**config.mk**
```make
export PLATFORM = sky130hd
export DESIGN_NAME = rtc_escritura
export DESIGN_NICKNAME = d
export VERILOG_FILES = /design/src/rtl/rtc_escritura.sv
export SDC_FILE = /design/constraint.sdc
export NUM_CORES = 1
export LEC_CHECK = 0
export ABC_AREA = 1
export BUFFER_PORTS_ARGS = -buffer_cell sky130_fd_sc_hd__buf_4
export CAP_MARGIN = 20
export CELL_PAD_IN_SITES_DETAIL_PLACEMENT = 1
export CELL_PAD_IN_SITES_GLOBAL_PLACEMENT = 1
export CORE_UTILIZATION = 46
export DETAILED_ROUTE_END_ITERATION = 7
export HOLD_SLACK_MARGIN = 0.06
export PLACE_DENSITY_LB_ADDON = 0.1
export RECOVER_POWER = 25
export SKIP_LAST_GASP = 1
export SYNTH_ARGS = -nofsm -noshare
export SYNTH_HDL_FRONTEND = slang
export SYNTH_SLANG_ARGS = --single-unit
```
**constraint.sdc**
```tcl
create_clock -name clk -period 5.3 [get_ports clk]
set_input_delay 0.265 -clock clk [delete_from_list [all_inputs] [get_ports clk]]
set_output_delay 0.265 -clock clk [all_outputs]
set_load 0.01 [all_outputs]
```
**src/rtl/rtc_escritura.sv**
```systemverilog
// rtc_escritura: write-cycle generator for the RTC multiplexed address/data bus (address phase, then data phase).
// Define RTC_ABORT_EN to add the abortar input and error_flag output (abort with recovery).
module rtc_escritura #(
    parameter int CNT_W = 9,
    parameter int T_SU  = 10,
    parameter int T_PW  = 40,
    parameter int T_HD  = 10,
    parameter int T_REC = 20
) (
    input  logic       clk,
    input  logic       reset,
    input  logic       inicio,
    input  logic [7:0] dir,
    input  logic [7:0] dato,
`ifdef RTC_ABORT_EN
    input  logic       abortar,
    output logic       error_flag,
`endif
    output logic       AD_reg,
    output logic       CS_reg,
    output logic       WR_reg,
    output logic       RD_reg,
    output logic [7:0] bus_out,
    output logic       bus_oe,
    output logic       ocupado,
    output logic       end_flag
);

    typedef enum logic [3:0] {
        IDLE, A_AD, A_CS, A_WR, A_HD, A_REC, D_CS, D_WR, D_HD, D_REC, DONE, ABORT_REC
    } state_t;

    state_t           state_q, state_d;
    logic [CNT_W-1:0] cnt_q, cnt_d, lastCnt;
    logic             lastCycle;
    logic [7:0]       dirLatch_q, dirLatch_d, datoLatch_q, datoLatch_d;
    logic             ad_q, ad_d, cs_q, cs_d, wr_q, wr_d, oe_q, oe_d;
    logic             ocupado_q, ocupado_d, end_q, end_d;
    logic [7:0]       bus_q, bus_d;
    logic             abortReq;

`ifdef RTC_ABORT_EN
    logic err_q, err_d;
    assign abortReq = abortar;
`else
    assign abortReq = 1'b0;
`endif

    always_comb begin
        lastCnt = '0;
        case (state_q)
            A_AD, A_CS, D_CS:       lastCnt = CNT_W'(T_SU - 1);
            A_WR, D_WR:             lastCnt = CNT_W'(T_PW - 1);
            A_HD, D_HD:             lastCnt = CNT_W'(T_HD - 1);
            A_REC, D_REC, ABORT_REC: lastCnt = CNT_W'(T_REC - 1);
            default:                lastCnt = '0;
        endcase
    end

    assign lastCycle = (cnt_q == lastCnt);

    always_comb begin
        state_d     = state_q;
        dirLatch_d  = dirLatch_q;
        datoLatch_d = datoLatch_q;
        case (state_q)
            IDLE: begin
                if (inicio) begin
                    state_d     = A_AD;
                    dirLatch_d  = dir;
                    datoLatch_d = dato;
                end
            end
            A_AD:      if (lastCycle) state_d = A_CS;
            A_CS:      if (lastCycle) state_d = A_WR;
            A_WR:      if (lastCycle) state_d = A_HD;
            A_HD:      if (lastCycle) state_d = A_REC;
            A_REC:     if (lastCycle) state_d = D_CS;
            D_CS:      if (lastCycle) state_d = D_WR;
            D_WR:      if (lastCycle) state_d = D_HD;
            D_HD:      if (lastCycle) state_d = D_REC;
            D_REC:     if (lastCycle) state_d = DONE;
            DONE:      state_d = IDLE;
            ABORT_REC: if (lastCycle) state_d = DONE;
            default:   state_d = IDLE;
        endcase
        // An abort overrides any in-flight phase but never the wind-down states.
        if (abortReq && state_q != IDLE && state_q != DONE && state_q != ABORT_REC) begin
            state_d = ABORT_REC;
        end
        cnt_d = (state_d != state_q || state_q == IDLE) ? '0 : cnt_q + CNT_W'(1);
    end

    // Pin values are decoded from the next state so they register together with it.
    always_comb begin
        ad_d      = 1'b1;
        cs_d      = 1'b1;
        wr_d      = 1'b1;
        oe_d      = 1'b0;
        bus_d     = 8'h00;
        end_d     = 1'b0;
        ocupado_d = (state_d != IDLE);
        case (state_d)
            A_AD: ad_d = 1'b0;
            A_CS: begin
                ad_d = 1'b0;
                cs_d = 1'b0;
            end
            A_WR: begin
                ad_d  = 1'b0;
                cs_d  = 1'b0;
                wr_d  = 1'b0;
                oe_d  = 1'b1;
                bus_d = dirLatch_q;
            end
            A_HD: begin
                ad_d  = 1'b0;
                cs_d  = 1'b0;
                oe_d  = 1'b1;
                bus_d = dirLatch_q;
            end
            D_CS: cs_d = 1'b0;
            D_WR: begin
                cs_d  = 1'b0;
                wr_d  = 1'b0;
                oe_d  = 1'b1;
                bus_d = datoLatch_q;
            end
            D_HD: begin
                cs_d  = 1'b0;
                oe_d  = 1'b1;
                bus_d = datoLatch_q;
            end
            DONE:    end_d = 1'b1;
            default: ;
        endcase
`ifdef RTC_ABORT_EN
        err_d = (state_d == DONE) && (state_q == ABORT_REC);
`endif
    end

    always_ff @(posedge clk or negedge reset) begin
        if (!reset) begin
            state_q     <= IDLE;
            cnt_q       <= '0;
            dirLatch_q  <= 8'h00;
            datoLatch_q <= 8'h00;
            ad_q        <= 1'b1;
            cs_q        <= 1'b1;
            wr_q        <= 1'b1;
            oe_q        <= 1'b0;
            bus_q       <= 8'h00;
            ocupado_q   <= 1'b0;
            end_q       <= 1'b0;
`ifdef RTC_ABORT_EN
            err_q       <= 1'b0;
`endif
        end else begin
            state_q     <= state_d;
            cnt_q       <= cnt_d;
            dirLatch_q  <= dirLatch_d;
            datoLatch_q <= datoLatch_d;
            ad_q        <= ad_d;
            cs_q        <= cs_d;
            wr_q        <= wr_d;
            oe_q        <= oe_d;
            bus_q       <= bus_d;
            ocupado_q   <= ocupado_d;
            end_q       <= end_d;
`ifdef RTC_ABORT_EN
            err_q       <= err_d;
`endif
        end
    end

    assign AD_reg   = ad_q;
    assign CS_reg   = cs_q;
    assign WR_reg   = wr_q;
    assign RD_reg   = 1'b1;
    assign bus_out  = bus_q;
    assign bus_oe   = oe_q;
    assign ocupado  = ocupado_q;
    assign end_flag = end_q;
`ifdef RTC_ABORT_EN
    assign error_flag = err_q;
`endif

endmodule

```
==> results.md <==
- Status: finished with violations
- Failing checks: capacitance limit, slew limit
- Final Power: 0.000551 W
- Synthesized area: 2330 sq um
- Critical path capture point type: flop
- Num ports: 34
- Yosys warning count: 0
- Core area: 4790 sq um
- Crit path max fanout: 9
- Synth area leader: dfrtp_1
- Routed wire length per instance: 14.0 microns
- Net Count, Synth: 282
- Total GRT Usage: 22.0%
- Worst EP required: 5500 ps
- Worst-path clk slew: 80 ps
- Final core area utilization: 56.8%
- Xor/xnor share of the synthesized area: 3.81%
- CTS Buffer Depth: 2
- Tmin final: 2540 ps
- # nets final: 318
- Die W: 73.2 microns
- CTS Root Cell: clkbuf_8
- Top cells by area, synth: dfrtp_1 (43%), nand2_1 (11%), mux2_2 (7.7%)
- Commonest cells after routing, fill and taps aside: nand2_1 (70), dfrtp_1 (40), buf_4 (31), inv_1 (25)
- Grt met1 use: 29.1%
- HPWL Detailed: 3880 microns
- Max Slew Vio Count: 44
- Cell leakage power: 1.48 nW
- Final hold violation count: 0
- Grt peak-use layer: met2
- Inserted Clock Buffers: 5
- Max FFs per register: 9
- Placer Congestion: 0.847
- Port bufs: 32
- Avg Inst Size Synth: 9.03 sq um
- Area delta synth->final: 16.7%
- Post-route antenna net violation count: 0
- Full die area: 5360 sq um
- Max-cap check violation count: 1
- Clock Latency Late Sink: 300 ps
- Sequential share of the synthesized area: 46.3%
- Routed wire length: 5080 microns
- Vias in the first global route: 1879
- Share of layout cells above drive strength 1: 31.2%
- GR Util met2: 35.9%
- Die H: 73.2 microns
- Fin worst setup slack: 2760 ps
- Peak VDD IR: 0.192 mV
- Slew @ Worst Pin: 2230 ps
- Drt via density: 5.02
- Remaining DRCs: 0
- Post-Synth Adder-Cell Area: 2.68%
- Setup TNS: 0 ps
- Mux contribution to synthesized area: 7.73%
- FILL cells: 569
- Inserted Diodes: 0
- Rel. slew slack: -48.5%
- Biggest register: cnt_q
- Power density over cell area: 203 nW/um^2
- Post-synthesis cell count: 258
- CTS tree: built
- CTS sink cnt: 43
- Crit Path Category: reg2reg
- Register Area: 1080 sq um
- Pre-CTS WS: 2770 ps
- FP Rows: 25
- Initial DRC count: 93
- Post-synthesis simple-gate area fraction: 29.8%
- First-pass GRT wire length: 8710 microns
- Total gr overflow: 0
- Largest net degree at the start of global routing: 44
- HP Class: in2reg
- Antenna violations before repair: 0
- RSZ-0062 raised after global routing: no
- Main combinational cell family by area after synthesis: simple AND/OR/NAND/NOR gates
- Buffer count from post-CTS setup fixing: 0
- First-pass DRT Iterations: 5
- Final Cycle Share: 47.8%
- Via Count: 1819
- Netlist cell types: 32
- Footprint of the multi-input gates: 1110 sq um
- Worst EP arrival: 2740 ps
- Maximum clock rate: 394 MHz
- Compound-Gate Fraction of Synth Area: 3.38%
- Final setup fails: 0
- Startpoint types: flop
- Met3 usage: 5.39%
- Commonest non-fill, non-tap cell in the layout: nand2_1
- Top cell type's share of synthesized area: 42.9%
- Initial Util: 48.7%
- Worst clock skew: 10.0 ps
- Synth Register Bits: 43
- H-tree Lvls: 2
[metal layers]
metal / wire length (microns) / part of all wire (%) / vias up
li1: - / - / 894
met1: 2340 / 46 / 893
met2: 2540 / 50 / 28
met3: 155 / 3.1 / 4
met4: 44 / 0.87 / 0
met5: 0 / 0 / -
[cell usage after synthesis (all sizes together)]
cell type,number
o211ai,1
xnor2,1
inv,31
a22oi,1
nand2,83
a21oi,5
buf,3
nand3,19
a31oi,3
nor3,9
clkbuf,1
nor2,18
conb,1
o21ai,4
dfrtp,40
nand3b,2
mux2,16
nor3b,2
ha,5
xor2,7
nand4,3
dfstp,3
[power breakdown]
part	leakage [nW]	total [W]	switching (W)	internal, W
Sequential	0.568	0.000328	0	0.000328
Combinational	0.875	0.0000170	0.00000847	0.00000855
Clock	0.0412	0.000206	0.000114	0.0000922
Total	1.48	0.000551	0.000122	0.000429
[cell type report]
class / instances / share of cell area [%]
tap: 67 / 3.08
multi-input combinational: 180 / 40.8
inverter: 31 / 4.28
clock buffer: 6 / 2.67
timing repair buffer: 33 / 9.06
clock inverter: 2 / 0.460
sequential: 43 / 39.7
[worst paths after layout]
check	from	end	slack (ps)	cells past startpoint
worst min register to register	datoLatch_q[6]	bus_out[6]	470	2
worst min-delay path	dato[1]	datoLatch_q[1]	200	2
worst max-delay path	state_q[0]	cnt_q[0]	2760	15
max in group asynchronous	reset	cnt_q[1]	2850	2
worst max register to register	state_q[0]	cnt_q[0]	2760	15
min in group asynchronous	reset	state_q[2]	1170	2
[stage by stage]
| stage | cells | instance area (sq um) | hold slack [ps] |
|---|---|---|---|
| after floorplan | 258 | 2330 | -30.6 |
| after detailed placement | 353 | 2630 | 286 |
| after global placement | 353 | 2630 | 295 |
| after CTS | 362 | 2720 | 191 |
| final | 362 | 2720 | 197 |
| after global routing | 362 | 2720 | 180 |
[critical path, stage by stage (launching register included)]
cell and delay [ps]:
dfrtp_1 560, inv_2 120, ha_1 230, o21ai_0 220, nand2_1 80, nand2_1 60
nand2_1 60, nand2_1 80, nor2_2 40, nand2_2 120, nand2_1 90, nand3_1 80
nand2_1 50, o21ai_0 110, nand3b_2 300, nor3_1 250
[timing repair]
action	in CTS	in global routing
endpoints found under the hold margin	40	0
gates resized for setup	0	0
hold buffers	1	0
[cells by family after synthesis]
| logic type | count (synthesis) |
|---|---|
| compound gates | 14 |
| xor+xnor | 8 |
| fa+ha+maj | 5 |
| buf+inv | 35 |
| flops | 43 |
| mux | 16 |
| other cells | 1 |
| simple gates | 136 |
Power figures use the tool's default switching activity.
